==> src/rtl/tone_seq_pkg.sv <==
// rtl/tone_seq_pkg.sv - shared encodings and score entry layout for the tone sequencer
package tone_seq_pkg;

    // Default widths; the top level re-exposes these as parameters.
    localparam int DEF_NOTE_DIV_W = 20;
    localparam int DEF_DUR_W      = 8;
    localparam int DEF_ADDR_W     = 6;
    localparam int DEF_GAP_TICKS  = 1;

    // Divider value that keeps the note generator silent.
    localparam int SILENCE = 0;

    typedef enum logic [1:0] {
        CMD_PLAY  = 2'd0,
        CMD_PAUSE = 2'd1,
        CMD_STOP  = 2'd2,
        CMD_NEXT  = 2'd3
    } cmd_e;

    typedef enum logic [2:0] {
        ST_IDLE   = 3'd0,
        ST_FETCH  = 3'd1,
        ST_LOAD   = 3'd2,
        ST_PLAY   = 3'd3,
        ST_GAP    = 3'd4,
        ST_PAUSED = 3'd5,
        ST_DONE   = 3'd6
    } state_e;

    // Score entry: note divider in the MSBs, duration in ticks in the LSBs.
    typedef struct packed {
        logic [DEF_NOTE_DIV_W-1:0] note_div;
        logic [DEF_DUR_W-1:0]      dur;
    } entry_t;

endpackage

==> src/rtl/seq_tick_counter.sv <==
// rtl/seq_tick_counter.sv - loadable tick-enabled down-counter with a last-tick flag
module seq_tick_counter #(
    parameter int W = 8
) (
    input  logic         clk,
    input  logic         rst_n,
    input  logic         i_load,
    input  logic [W-1:0] i_load_val,
    input  logic         i_en,
    output logic         o_last
);

    logic [W-1:0] r_count;

    // Load wins over decrement; the counter parks at zero instead of wrapping.
    always_ff @(posedge clk) begin
        if (!rst_n) begin
            r_count <= '0;
        end else if (i_load) begin
            r_count <= i_load_val;
        end else if (i_en && (r_count != '0)) begin
            r_count <= r_count - 1'b1;
        end
    end

    assign o_last = (r_count == W'(1));

endmodule

==> src/rtl/tone_sequencer.sv <==
// rtl/tone_sequencer.sv - commandable tempo-ticked melody scheduler driving the note divider
module tone_sequencer
    import tone_seq_pkg::*;
#(
    parameter int NOTE_DIV_W = DEF_NOTE_DIV_W,
    parameter int DUR_W      = DEF_DUR_W,
    parameter int ADDR_W     = DEF_ADDR_W,
    parameter int GAP_TICKS  = DEF_GAP_TICKS
) (
    input  logic                        clk,
    input  logic                        rst_n,
    input  logic                        tick,
    input  logic                        cmd_valid,
    input  logic [1:0]                  cmd,
    output logic                        cmd_ready,
    input  logic                        loop_en,
    output logic [ADDR_W-1:0]           rom_addr,
    input  logic [NOTE_DIV_W+DUR_W-1:0] rom_data,
    output logic [NOTE_DIV_W-1:0]       note_div,
    output logic                        playing,
    output logic                        song_done
);

    state_e                r_state;
    logic [ADDR_W-1:0]     r_addr;
    logic [NOTE_DIV_W-1:0] r_note_div;
    logic [NOTE_DIV_W-1:0] r_note_latch;
    logic                  r_song_done;
    logic                  r_pause_gap;

    state_e                w_state_nxt;
    logic [ADDR_W-1:0]     w_addr_nxt;
    logic [NOTE_DIV_W-1:0] w_note_nxt;
    logic [NOTE_DIV_W-1:0] w_latch_nxt;
    logic                  w_done_nxt;
    logic                  w_pgap_nxt;
    logic                  w_dur_load;
    logic                  w_dur_en;
    logic                  w_dur_last;
    logic                  w_gap_load;
    logic                  w_gap_en;
    logic                  w_gap_last;
    logic                  w_cmd_acc;
    logic                  w_tick_ok;
    cmd_e                  w_cmd;
    logic [NOTE_DIV_W-1:0] w_entry_note;
    logic [DUR_W-1:0]      w_entry_dur;
    logic [ADDR_W-1:0]     w_addr_inc;

    localparam logic [NOTE_DIV_W-1:0] QUIET = NOTE_DIV_W'(SILENCE);

    assign w_cmd        = cmd_e'(cmd);
    assign cmd_ready    = (r_state != ST_FETCH) && (r_state != ST_LOAD);
    assign w_cmd_acc    = cmd_valid && cmd_ready;
    // An accepted command swallows a coincident tick.
    assign w_tick_ok    = tick && !w_cmd_acc;
    assign w_entry_note = rom_data[NOTE_DIV_W+DUR_W-1:DUR_W];
    assign w_entry_dur  = rom_data[DUR_W-1:0];
    assign w_addr_inc   = r_addr + 1'b1;

    assign rom_addr  = r_addr;
    assign note_div  = r_note_div;
    assign playing   = (r_state == ST_PLAY) || (r_state == ST_GAP);
    assign song_done = r_song_done;

    seq_tick_counter #(.W(DUR_W)) u_dur_cnt (
        .clk        (clk),
        .rst_n      (rst_n),
        .i_load     (w_dur_load),
        .i_load_val (w_entry_dur),
        .i_en       (w_dur_en),
        .o_last     (w_dur_last)
    );

    seq_tick_counter #(.W(DUR_W)) u_gap_cnt (
        .clk        (clk),
        .rst_n      (rst_n),
        .i_load     (w_gap_load),
        .i_load_val (DUR_W'(GAP_TICKS)),
        .i_en       (w_gap_en),
        .o_last     (w_gap_last)
    );

    // State and output registers.
    always_ff @(posedge clk) begin
        if (!rst_n) begin
            r_state      <= ST_IDLE;
            r_addr       <= '0;
            r_note_div   <= '0;
            r_note_latch <= '0;
            r_song_done  <= 1'b0;
            r_pause_gap  <= 1'b0;
        end else begin
            r_state      <= w_state_nxt;
            r_addr       <= w_addr_nxt;
            r_note_div   <= w_note_nxt;
            r_note_latch <= w_latch_nxt;
            r_song_done  <= w_done_nxt;
            r_pause_gap  <= w_pgap_nxt;
        end
    end

    // Next-state logic: command handling first, then tick-driven progress.
    always_comb begin
        w_state_nxt = r_state;
        w_addr_nxt  = r_addr;
        w_note_nxt  = r_note_div;
        w_latch_nxt = r_note_latch;
        w_done_nxt  = 1'b0;
        w_pgap_nxt  = r_pause_gap;
        w_dur_load  = 1'b0;
        w_dur_en    = 1'b0;
        w_gap_load  = 1'b0;
        w_gap_en    = 1'b0;

        case (r_state)
            ST_IDLE, ST_DONE: begin
                if (w_cmd_acc) begin
                    if (w_cmd == CMD_PLAY) begin
                        w_addr_nxt  = '0;
                        w_state_nxt = ST_FETCH;
                    end else if (w_cmd == CMD_STOP) begin
                        w_addr_nxt  = '0;
                        w_note_nxt  = QUIET;
                        w_state_nxt = ST_IDLE;
                    end
                end
            end

            ST_FETCH: begin
                w_state_nxt = ST_LOAD;
            end

            ST_LOAD: begin
                if (w_entry_dur != '0) begin
                    w_note_nxt  = w_entry_note;
                    w_latch_nxt = w_entry_note;
                    w_dur_load  = 1'b1;
                    w_state_nxt = ST_PLAY;
                end else if (loop_en && (r_addr != '0)) begin
                    // Restart only from a non-zero address so an empty score cannot spin.
                    w_addr_nxt  = '0;
                    w_state_nxt = ST_FETCH;
                end else begin
                    w_note_nxt  = QUIET;
                    w_done_nxt  = 1'b1;
                    w_state_nxt = ST_DONE;
                end
            end

            ST_PLAY, ST_GAP: begin
                if (w_cmd_acc) begin
                    case (w_cmd)
                        CMD_PAUSE: begin
                            w_note_nxt  = QUIET;
                            w_pgap_nxt  = (r_state == ST_GAP);
                            w_state_nxt = ST_PAUSED;
                        end
                        CMD_STOP: begin
                            w_addr_nxt  = '0;
                            w_note_nxt  = QUIET;
                            w_state_nxt = ST_IDLE;
                        end
                        CMD_NEXT: begin
                            w_addr_nxt  = w_addr_inc;
                            w_note_nxt  = QUIET;
                            w_state_nxt = ST_FETCH;
                        end
                        default: begin
                        end
                    endcase
                end else if (w_tick_ok && (r_state == ST_PLAY)) begin
                    w_dur_en = 1'b1;
                    if (w_dur_last) begin
                        if (GAP_TICKS > 0) begin
                            w_note_nxt  = QUIET;
                            w_gap_load  = 1'b1;
                            w_state_nxt = ST_GAP;
                        end else begin
                            w_addr_nxt  = w_addr_inc;
                            w_state_nxt = ST_FETCH;
                        end
                    end
                end else if (w_tick_ok) begin
                    w_gap_en = 1'b1;
                    if (w_gap_last) begin
                        w_addr_nxt  = w_addr_inc;
                        w_state_nxt = ST_FETCH;
                    end
                end
            end

            ST_PAUSED: begin
                if (w_cmd_acc) begin
                    case (w_cmd)
                        CMD_PLAY: begin
                            // Resume in whichever phase was interrupted; a paused gap stays silent.
                            w_state_nxt = r_pause_gap ? ST_GAP : ST_PLAY;
                            w_note_nxt  = r_pause_gap ? QUIET : r_note_latch;
                        end
                        CMD_STOP: begin
                            w_addr_nxt  = '0;
                            w_note_nxt  = QUIET;
                            w_state_nxt = ST_IDLE;
                        end
                        CMD_NEXT: begin
                            w_addr_nxt  = w_addr_inc;
                            w_note_nxt  = QUIET;
                            w_state_nxt = ST_FETCH;
                        end
                        default: begin
                        end
                    endcase
                end
            end

            default: begin
                w_state_nxt = ST_IDLE;
            end
        endcase
    end

endmodule

==> config.mk <==
export PLATFORM = sky130hd
export DESIGN_NAME = tone_sequencer
export DESIGN_NICKNAME = d
export VERILOG_FILES = /design/src/rtl/tone_seq_pkg.sv /design/src/rtl/seq_tick_counter.sv /design/src/rtl/tone_sequencer.sv
export SDC_FILE = /design/constraint.sdc
export NUM_CORES = 1
export LEC_CHECK = 0
export CAP_MARGIN = 25
export CORE_ASPECT_RATIO = 0.5
export CORE_MARGIN = 1
export CORE_UTILIZATION = 58
export DETAILED_ROUTE_END_ITERATION = 10
export PLACE_DENSITY = 0.84
export RECOVER_POWER = 50
export SYNTH_ARGS = -nofsm -noshare
export SYNTH_HDL_FRONTEND = slang
export SYNTH_SLANG_ARGS = --single-unit
==> constraint.sdc <==
create_clock -name clk -period 3.3 [get_ports clk]
set_input_delay 0.33 -clock clk [delete_from_list [all_inputs] [get_ports clk]]
set_output_delay 0.33 -clock clk [all_outputs]
set_load 0.02 [all_outputs]
### After elaboration in Yosys (flattened, before gate mapping)

Cells that the tools add are included.

| word-level totals | value |
|---|---|
| bits of input ports | 35 |
| RAM bits | 0 |
| output and inout port bits | 29 |
| latch bits | 0 |
| memory bits (read-only) | 0 |
| register bits | 67 |
| word-level logic and storage cells | 134 |
| memories kept | 0 |

| operators by class | value |
|---|---|
| $add $sub $neg | 3 |
| eq/ne operators | 33 |
| bitwise gates (word level) | 2 |
| mux-type cells | 58 |
| shifts and indexed selects | 0 |
| multipliers | 0 |
| order comparisons | 0 |
| reduce and logical (&&, ||, !) cells | 29 |
| div/mod/pow operators | 0 |

Operators with widths:

| cell | number |
|---|---|
| 20-bit 2-to-1 mux | 11 |
| 20-bit one-hot mux with 4 select lines | 1 |
| 6-bit 2-to-1 mux | 10 |
| 20-bit one-hot mux with 2 select lines | 1 |
| 3-bit 2-to-1 mux | 12 |
| 6-bit one-hot mux with 4 select lines | 1 |
| 8-bit nonzero test | 3 |
| 3-bit inequality test, second input constant | 7 |
| 3-bit one-hot mux with 3 select lines | 2 |
| 8-bit by 1-bit equality test with 1-bit output, second input constant | 2 |
| 1-bit 2-to-1 mux | 16 |
| 8-bit 2-to-1 mux | 2 |
| 8-bit by 1-bit subtractor with 8-bit output, second input constant | 2 |
| 3-bit one-hot mux with 5 select lines | 1 |
| 2-bit inequality test, second input constant | 6 |
| 6-bit one-hot mux with 2 select lines | 1 |
| 10-bit AND reduction | 1 |
| 3-bit equality test, second input constant | 3 |
| 3-bit by 2-bit inequality test with 1-bit output, second input constant | 3 |
| 9-bit AND reduction | 1 |
| 4-bit by 3-bit inequality test with 1-bit output, second input constant | 2 |
| 4-bit inequality test, second input constant | 2 |
| 8-bit AND reduction | 1 |
| 2-bit OR reduction | 4 |
| other kinds (19) | 30 |

### Logic depth before layout (Yosys ltp)

Gate-level depths: netlist of the first run.

| depth | value |
|---|---|
| depth in word-level cells | 12 |
| depth in mapped cells | 8 |
| depth with buffers taken out | 7 |

### Hierarchy

A second synthesis of the first run with hierarchy kept.

| unflattened totals | value |
|---|---|
| cells, all modules | 480 |
| area, all modules | 3950.0 um^2 |

By module, submodules not included:

| module | times used | sequential area each (um^2) | cells each | area each (um^2) |
|---|---|---|---|---|
| tone_sequencer | 1 | 1021.0 | 348 | 2859.0 |
| seq_tick_counter at u_gap_cnt | 1 | 160.2 | 73 | 578.1 |
| seq_tick_counter at u_dur_cnt | 1 | 160.2 | 59 | 513.0 |

### Worst setup path after synthesis of the first run

OpenSTA, ideal clock, no wires.

| timing path | value |
|---|---|
| path type | register -> register |
| from | reg r_addr[0] (netlist: rom_addr[0]) |
| to | reg r_note_div[0] (netlist: note_div[0]) |
| required time | 3180 ps |
| cell stages (with the launch flop) | 9 |
| setup time | 120 ps |
| clock period less this slack | 1944 ps |
| arrival time | 1825 ps |
| buffers on the path | 1 |
| path slack | 1356 ps |
| cell sequence | dfxtp_1 -> inv_1 -> ha_1 -> or4b_1 -> o21a_1 -> a41oi_2 -> o221ai_2 -> buf_6 -> mux2i_1 |

| between the ends | value |
|---|---|
| cells in the longest elaborated chain, start to end | 4 |

RTL lines:

| item | RTL line | source |
|---|---|---|
| start, declared | tone_sequencer.sv:25 | `logic [ADDR_W-1:0] r_addr;` |
| start signal, assigned | tone_sequencer.sv:95 | `r_addr <= w_addr_nxt;` |
| 6-bit nonzero test | tone_sequencer.sv:140 | `end else if (loop_en && (r_addr != '0)) begin` |
| 1-bit logical AND | tone_sequencer.sv:140 |  |
| 3-bit inequality test (no line) | n/a |  |
| 10-bit AND reduction (no line) | n/a |  |
| end signal, assigned | tone_sequencer.sv:96 | `r_note_div <= w_note_nxt;` |
| end, declared | tone_sequencer.sv:26 | `logic [NOTE_DIV_W-1:0] r_note_div;` |

No other way between the ends.
A chain may end at the register's enable or synchronous reset.

### Worst setup path after layout of the first run

| timing path | value |
|---|---|
| from | reg r_state[0] |
| to | out playing |

| between the ends | value |
|---|---|
| cells in the longest elaborated chain, start to end | 2 |
| elaborated cells between the ends (all ways) | 3 |
| those cells by class | 2 x eq/ne; 1 x reduce/logical |

RTL lines:

| item | RTL line | source |
|---|---|---|
| start, declared | tone_sequencer.sv:24 | `state_e r_state;` |
| start signal, assigned | tone_sequencer.sv:94 | `r_state <= w_state_nxt;` |
| 3-bit by 2-bit equality test with 1-bit output / 3-bit equality test (equally long branches) | tone_sequencer.sv:63 | `assign playing = (r_state == ST_PLAY) \|\| (r_state == ST_GAP);` |
| 1-bit logical OR (*) | tone_sequencer.sv:63 |  |
| end, declared | tone_sequencer.sv:20 | `output logic playing,` |

Mark *: on every way between the ends. The rest lies on a longest branch, timed or not.

==> results of run 1 <==
-- synth_stat cells (2+ instances only) --
| cell type | count |
|---|---|
| a211oi_1 | 6 |
| a211oi_2 | 4 |
| a21o_1 | 22 |
| a21oi_1 | 40 |
| a221oi_1 | 3 |
| a31oi_1 | 6 |
| buf_2 | 3 |
| buf_4 | 3 |
| buf_6 | 4 |
| clkbuf_1 | 19 |
| dfxtp_1 | 67 |
| ha_1 | 6 |
| inv_1 | 10 |
| mux2i_1 | 21 |
| nand2_1 | 100 |
| nand2b_1 | 8 |
| nand3_1 | 9 |
| nand3b_1 | 4 |
| nand4_1 | 6 |
| nand4b_1 | 2 |
| nor2_1 | 32 |
| nor2b_1 | 4 |
| nor3_1 | 13 |
| nor3b_1 | 3 |
| nor4_1 | 3 |
| nor4_4 | 3 |
| o211ai_1 | 7 |
| o21a_1 | 4 |
| o21ai_0 | 9 |
| o22ai_1 | 3 |
| o32ai_1 | 2 |
| or3b_1 | 2 |
| or4_1 | 2 |
| xor2_1 | 9 |
-- kinds of logic (layout without fill, tap and decap cells) --
group | count (synthesis) | count (layout) | share of synthesized area
buffers and inverters | 39 | 98 | 0.0507
flip-flops | 67 | 67 | 0.356
AND/OR/NAND/NOR | 201 | 201 | 0.263
XOR/XNOR | 10 | 10 | 0.0232
adder cells (fa/ha/maj) | 6 | 6 | 0.0199
AO/OA/AOI/OAI | 120 | 120 | 0.229
multiplexers | 22 | 22 | 0.0594
-- worst max-delay path: stages, from the launching register on --
cell	delay [ps]
dfxtp_1	680
nand3b_1	490
nand2_1	160
clkdlybuf4s50_1	620
-- cell type report --
cell class              count  area [µm²]
repair buffers             72         698
clock inverters             5        60.1
well taps                  88         110
inverters                  10        37.5
clock buffers              11         253
multi-input cells         359        2240
flip-flops and latches     67        1340
fillers                   453        1440
-- stage by stage --
step | setup WS [ps] | power, W | hold slack (ps) | area [µm²]
after detailed placement | 674 | 0.00211 | 447 | 4430
after floorplan | 1360 | 0.00183 | 437 | 3770
after global routing | 575 | 0.00324 | 468 | 4740
after CTS | 704 | 0.00310 | 455 | 4750
final | 694 | 0.00309 | 455 | 4740
after global placement | 750 | 0.00209 | 442 | 4430
-- power by group --
part / total (W) / internal [W] / switching, W
clock: 0.000983 / 0.000628 / 0.000355
combinational: 0.00106 / 0.000448 / 0.000610
sequential: 0.00104 / 0.000926 / 0.000117
-- registers in the layout (all words and copies together), names as in the netlist --
signal	flops
rom_addr	6
u_dur_cnt.r_count	8
song_done	1
r_note_latch	20
note_div	20
r_state	3
u_gap_cnt.r_count	8
r_pause_gap	1
-- final timing paths --
| path | from | end | slack (ps) | cells past startpoint |
|---|---|---|---|---|
| max | r_state[0] | playing | 690 | 3 |
| min | r_note_latch[8] | r_note_latch[8] | 460 | 2 |
| max reg2reg | r_state[1] | u_dur_cnt.r_count[0] | 820 | 5 |
| min reg2reg | r_note_latch[8] | r_note_latch[8] | 460 | 2 |
-- routing by layer --
layer	global-route usage	part of all wire
met1	0.377	0.46
met2	0.463	0.46
met3	0.0644	0.063
met4	0.0989	0.011
met5	0	0
==> flow_metrics.tcl, run 1 <==
set metrics [dict create \
    layout_commonest_cell "nand2_1" \
    clk_latency_ps 330 \
    die_y_um 59.0 \
    root_buffer "clkbuf_16" \
    cts_buffers 9 \
    antenna_found_initial 0 \
    async_flop_share 0 \
    mostFrequentLayoutCells "100 x nand2_1, 67 x dfxtp_1, 40 x a21oi_1, 34 x clkdlybuf4s50_1, 32 x nor2_1" \
    gp_congestion 0.925 \
    dp.cells 596 \
    syn-cell-area_mm2 0.00377 \
    maxSlewViolCount 0 \
    antenna_left 0 \
    synthDominantCellAreaShare 0.356 \
    overflow 0 \
    cts_sinks 67 \
    grt_pass1_vias 3106 \
    skew_ps 5.86 \
    port_buffers 63 \
    final_nets 560 \
    min_period_ps 2610 \
    via_per_inst 5.84 \
    synth_cell_types 60 \
    end_kind "output port" \
    synth_top_cell_by_area "dfxtp_1" \
    crit_required_ps 2970 \
    drive_gt1_frac 0.0821 \
    rsz0062_at_grt "false" \
    post-route-util 0.767 \
    hold_path.class "flip-flop to flip-flop" \
    grt_pass1_wl_um 14800 \
    maxSlewHeadroom 0.435 \
    dr.pass1.iters 6 \
    cts_setup_buffers 0 \
    drc_errors 0 \
    syn-num-nets 506 \
    synth.area.top_cells "dfxtp_1 36%, nand2_1 10%, mux2i_1 5.6%" \
    synthToLayoutAreaGrowth_pct 25.7 \
    ys_warn_count 0 \
    drt_iter0_markers 356 \
    cap_viol_max_count 0 \
    worst_pin_slew_ps 843 \
    cts_hold_buf 0 \
    core-area_mm2 0.00618 \
    finalNonFillerCells 612 \
    grt_use_total 0.284 \
    hpwl_um 6160 \
    synth_ff_type "dfxtp_1" \
    wirelength_um 9230 \
    hold_viol_final 0 \
    initial_core_util 0.610 \
    yosysSeqAreaShare 0.356 \
    tritoncts "yes" \
    worst_ep_arrival_time_ps 2280 \
    syn_avg_cell_area_um2 8.11 \
    wl_per_cell_um 15.1 \
    grt_max_degree 57 \
    synth_cells 465 \
    clock.fmax_mhz 384 \
    crit_fanout 17 \
    cts_resized 0 \
    synth-seq-cells 67 \
    finalCritPeriodShare 0.790 \
    htree_levels 3 \
    p_leak_nw 1.80 \
    tns_ps 0 \
    critPathKind "flip-flop to output port" \
    row_count 20 \
    cts_buffer_depth 2 \
    critPathLaunchType "flip-flop" \
    pin_count 64 \
    final-setup-viol-count 0 \
    powerDensity_mw_per_mm2 651 \
    synth-edff-count 0 \
    vias 3575 \
    die_w_um 116 \
    irDropWorstVdd_mv 0.385 \
    status "finished clean" \
    clk_pin_slew_ps 60 \
    n_antenna_cell 0 \
    dieArea_mm2 0.00685 \
]
No activity file was read; power rests on OpenSTA's default activity.
==> run 2: changes to the inputs <==
- CORE_UTILIZATION: 58 -> 53
- PLACE_DENSITY: 0.84 -> 0.78
- clock period: 3.3 -> 2.6 ns (I/O delays scaled with it)
==> run 2 against run 1 <==
Clock power increased by 13%; via count decreased by 0.25%; final area increased by 0.58%; register-to-register slack got worse by 640 ps; largest power group unchanged; die area increased by 9.2%.
==> flow_metrics.tcl, run 2 (synthesis results as in run 1) <==
set metrics [dict create \
    status "finished clean" \
    vias 3566 \
    finalCritPeriodShare 0.951 \
    rr_worst_depth 6 \
    clock.fmax_mhz 404 \
    place_area_mm2 0.00450 \
    crit_required_ps 2340 \
    fin_ws_ps 127 \
    via_per_inst 5.72 \
    cts_setup_buffers 0 \
    ff_latch_area_mm2 0.00134 \
    rsz0062_at_grt "false" \
    r2r_end "r_note_latch[7]" \
    irDropWorstVdd_mv 0.517 \
    cts_buffer_depth 2 \
    end_kind "output port" \
    initial_core_util 0.556 \
    startpoint "r_state[2]" \
    root_buffer "clkbuf_16" \
    maxSlewHeadroom 0.345 \
    drive_gt1_frac 0.0904 \
    p_clk_frac 0.292 \
    grt_max_degree 57 \
    antenna_found_initial 0 \
    gp_congestion 0.862 \
    cts_resized 0 \
    htree_levels 3 \
    powerDensity_mw_per_mm2 799 \
    worst_ep_arrival_time_ps 2210 \
    row_count 21 \
    wl_per_cell_um 14.7 \
    endpoint "playing" \
    wirelength_um 9160 \
    n_antenna_cell 0 \
    p_switching_w 0.00140 \
    drt_iter0_markers 247 \
    final_nets 567 \
    cts_sinks 67 \
    die_w_um 121 \
    internal_power_w 0.00242 \
    mostFrequentLayoutCells "100 x nand2_1, 67 x dfxtp_1, 40 x a21oi_1, 35 x clkdlybuf4s50_1, 32 x nor2_1" \
    cap_viol_max_count 0 \
    critPathKind "flip-flop to output port" \
    grt_pass1_vias 3138 \
    cts_buffers 9 \
    rr_startpoint "r_state[0]" \
    overflow 0 \
    tritoncts "yes" \
    hold_viol_final 0 \
    pin_count 64 \
    clk_pin_slew_ps 60 \
    postLayoutCellArea_mm2 0.00477 \
    critPathLaunchType "flip-flop" \
    grt_pass1_wl_um 14800 \
    synthToLayoutAreaGrowth_pct 26.4 \
    grt_use_total 0.260 \
    place_ws_ps 282 \
    antenna_left 0 \
    p_comb_frac 0.367 \
    tns_ps 0 \
    drc_errors 0 \
    fillers 578 \
    dieArea_mm2 0.00748 \
    layout_commonest_cell "nand2_1" \
    min_period_ps 2470 \
    cts_hold_buf 0 \
    core-area_mm2 0.00678 \
    clk_latency_ps 340 \
    multi_input_area_mm2 0.00224 \
    worst_pin_slew_ps 980 \
    dr.pass1.iters 5 \
    seq_power_share 0.341 \
    r2r_slack_ps 180 \
    maxSlewViolCount 0 \
    crit_fanout 13 \
    hpwl_um 6100 \
    skew_ps 6.14 \
    p_leak_nw 1.81 \
    total_power_w 0.00381 \
    final-setup-viol-count 0 \
    die_y_um 61.7 \
    port_buffers 63 \
    switching_share 0.366 \
    hold_path.class "flip-flop to flip-flop" \
]
run 2: worst min-delay path by stage:
stage / start / endpoint / slack [ps] / depth (start not counted)
finish: r_note_latch[3] / r_note_latch[3] / 450 / 2
floorplan: rom_data[5] / u_dur_cnt.r_count[5] / 410 / 2
global placement: r_note_latch[13] / r_note_latch[13] / 440 / 2
CTS: r_note_latch[3] / r_note_latch[3] / 460 / 2
detailed placement: r_note_latch[3] / r_note_latch[3] / 450 / 2
global route: r_note_latch[17] / r_note_latch[17] / 470 / 2
run 2: area by class of cell:
| type | count | share of cell area |
|---|---|---|
| Multi-Input combinational cell | 359 | 0.470 |
| Sequential cell | 67 | 0.281 |
| Timing Repair Buffer | 79 | 0.160 |
| Clock buffer | 11 | 0.0488 |
| Tap cell | 92 | 0.0241 |
| Clock inverter | 5 | 0.00840 |
| Inverter | 10 | 0.00787 |
run 2: power by group through the flow:
| stage | Sequential, W | Clock (W) | Combinational [W] |
|---|---|---|---|
| after floorplan | 0.00131 | 0 | 0.00101 |
| after global placement | 0.00131 | 0 | 0.00138 |
| after detailed placement | 0.00132 | 0 | 0.00140 |
| after CTS | 0.00130 | 0.00113 | 0.00141 |
| after global routing | 0.00132 | 0.00118 | 0.00152 |
| final | 0.00130 | 0.00111 | 0.00140 |
run 2: layer usage:
metal	share of wire	up-vias	wire length (µm)	GRT usage
li1	-	1769	-	-
met1	0.48	1688	4370	0.334
met2	0.46	98	4170	0.429
met3	0.055	11	501	0.0741
met4	0.012	0	110	0.0882
met5	0	-	0	0
run 2: critical path: stages, from the launching register on:
cell and delay [ps]:
dfxtp_1 560, or3b_1 570, nand2_1 130, clkdlybuf4s50_1 610
run 2: metrics by stage:
stage | cells | hold WS [ps] | utilization
2_1_floorplan | 465 | 410 | -
3_3_place_gp | 607 | 442 | 0.664
3_5_place_dp | 607 | 449 | 0.664
4_1_cts | 623 | 456 | 0.705
5_1_grt | 623 | 471 | 0.703
6_report | 623 | 454 | 0.703
==> run 3: changes to the inputs <==
- CORE_UTILIZATION: 53 -> 58
- DONT_BUFFER_PORTS: default -> 1
- PLACE_DENSITY: 0.78 -> 0.72
- SKIP_CTS_REPAIR_TIMING: default -> 1
==> run 3 against run 2 <==
Clock skew rose by 2.5 ps; maximum frequency rose by 6.7%; cell count shrank 12%; sequential power grew 5%; global-route usage grew 1.7 points; largest power group is now registers.
==> flow_metrics.tcl, run 3 (synthesis results as in run 1) <==
set metrics [dict create \
    via_per_inst 6.07 \
    cpPeakStageDelay_ps 550 \
    path_buf_inv 1 \
    hold_end "r_pause_gap" \
    hpwl_um 6080 \
    maxSlewViolCount 0 \
    rr_startpoint "r_state[2]" \
    grt_max_degree 57 \
    wirelength_um 8860 \
    hold_path.class "input port to flip-flop" \
    skew_ps 8.59 \
    place_ws_ps 360 \
    final-setup-viol-count 0 \
    crit_slowest_cell "or3b_1" \
    ff_latch_area_mm2 0.00134 \
    root_buffer "clkbuf_16" \
    crit_required_ps 2850 \
    die_w_um 116 \
    grt_use_total 0.277 \
    powerDensity_mw_per_mm2 921 \
    drive_gt1_frac 0.0954 \
    clk_pin_slew_ps 60 \
    mostFrequentLayoutCells "100 x nand2_1, 67 x dfxtp_1, 40 x a21oi_1, 32 x nor2_1, 22 x a21o_1" \
    cap_viol_max_count 0 \
    grt_pass1_vias 3106 \
    final_nets 497 \
    antenna_found_initial 0 \
    worst_ep_arrival_time_ps 2570 \
    layout_commonest_cell "nand2_1" \
    r2r_end "note_div[18]" \
    die_y_um 59.0 \
    dieArea_mm2 0.00685 \
    hold_viol_final 0 \
    tritoncts "yes" \
    finalCritPeriodShare 0.891 \
    rr_worst_depth 6 \
    holdPathStages 1 \
    multi_input_area_mm2 0.00225 \
    fillers 492 \
    min_period_ps 2320 \
    crit_chain "or3b_1, a21oi_1, a41oi_2, o221ai_2, buf_4, mux2i_1" \
    crit_fanout 20 \
    p_leak_nw 1.47 \
    fin_ws_ps 282 \
    end_kind "flip-flop" \
    r2r_slack_ps 280 \
    post-route-util 0.664 \
    critPathLaunchType "flip-flop" \
    rsz0062_at_grt "false" \
    cts_buffer_depth 2 \
    status "finished clean" \
    hold_path.startpoint "rst_n" \
    n_antenna_cell 0 \
    antenna_left 0 \
    overflow 0 \
    htree_levels 3 \
    tns_ps 0 \
    worst_pin_slew_ps 625 \
    wl_per_cell_um 16.1 \
    critPathKind "flip-flop to flip-flop" \
    cts_buffers 9 \
    maxSlewHeadroom 0.582 \
    dr.pass1.iters 5 \
    drt_iter0_markers 431 \
    vias 3330 \
    cts_sinks 67 \
    clock.fmax_mhz 431 \
    irDropWorstVdd_mv 0.607 \
    drc_errors 0 \
    pin_count 64 \
    synthToLayoutAreaGrowth_pct 8.86 \
    initial_core_util 0.610 \
    port_buffers 0 \
    core-area_mm2 0.00618 \
    grt_pass1_wl_um 14400 \
    clk_latency_ps 340 \
    gp_congestion 0.860 \
    cp_top_family "simple AND/OR/NAND/NOR gates" \
    row_count 20 \
]
run 3: cell types whose count changed in the layout (fill, tap and decap cells not counted), moves of 2 or more:
| cell | previous run | this run |
|---|---|---|
| dlygate4sd3_1 | 28 | 0 |
| inv_6 | 0 | 4 |
| clkdlybuf4s50_1 | 35 | 0 |
| clkbuf_1 | 2 | 0 |
| buf_4 | 14 | 8 |
| clkinvlp_4 | 3 | 1 |
run 3: how the worst max path moves through the flow:
stage | start | endpoint | slack [ps] | cells after the start
global route | r_state[2] | note_div[19] | 130 | 6
global placement | rom_addr[0] | note_div[11] | 460 | 8
detailed placement | r_state[2] | note_div[18] | 360 | 6
CTS | r_state[2] | note_div[18] | 320 | 6
floorplan | rom_addr[0] | note_div[0] | 660 | 8
finish | r_state[2] | note_div[18] | 280 | 6
run 3: metal layers:
metal | vias up | part of all wire | global-route usage
li1 | 1635 | - | -
met1 | 1553 | 0.44 | 0.345
met2 | 128 | 0.47 | 0.450
met3 | 14 | 0.082 | 0.0992
met4 | 0 | 0.012 | 0.0952
met5 | - | 0 | 0
run 3: stage by stage:
step                instance area (µm²)  hold WS (ps)  cells  power (W)
CTS                                4110          38.3    549    0.00379
floorplan                          3770           410    465    0.00233
finish                             4110          59.8    549    0.00378
detailed placement                 3800           396    533    0.00253
global route                       4110          50.6    549    0.00398
global placement                   3800           386    533    0.00249
run 3: layout make-up:
type	count	share of cell area
Multi-Input combinational cell	359	0.547
Sequential cell	67	0.327
Clock buffer	9	0.0548
Tap cell	88	0.0268
Clock inverter	7	0.0198
Timing Repair Buffer	9	0.0158
Inverter	10	0.00914
run 3: report_power, final:
group | internal (W) | switching [W] | total (W) | leakage (nW)
combinational | 0.000471 | 0.000709 | 0.00118 | 0.775
sequential | 0.00118 | 0.000180 | 0.00136 | 0.543
clock | 0.000757 | 0.000490 | 0.00125 | 0.147
run 3: worst reg2reg max path, delay by kind of cell, from the launching register on:
| kind | cells | cell delay, ps |
|---|---|---|
| AOI/OAI and AO/OA | 3 | 520 |
| buffers and inverters | 1 | 370 |
| DFF | 1 | 520 |
| muxes | 1 | 270 |
| and+or+nand+nor | 1 | 560 |
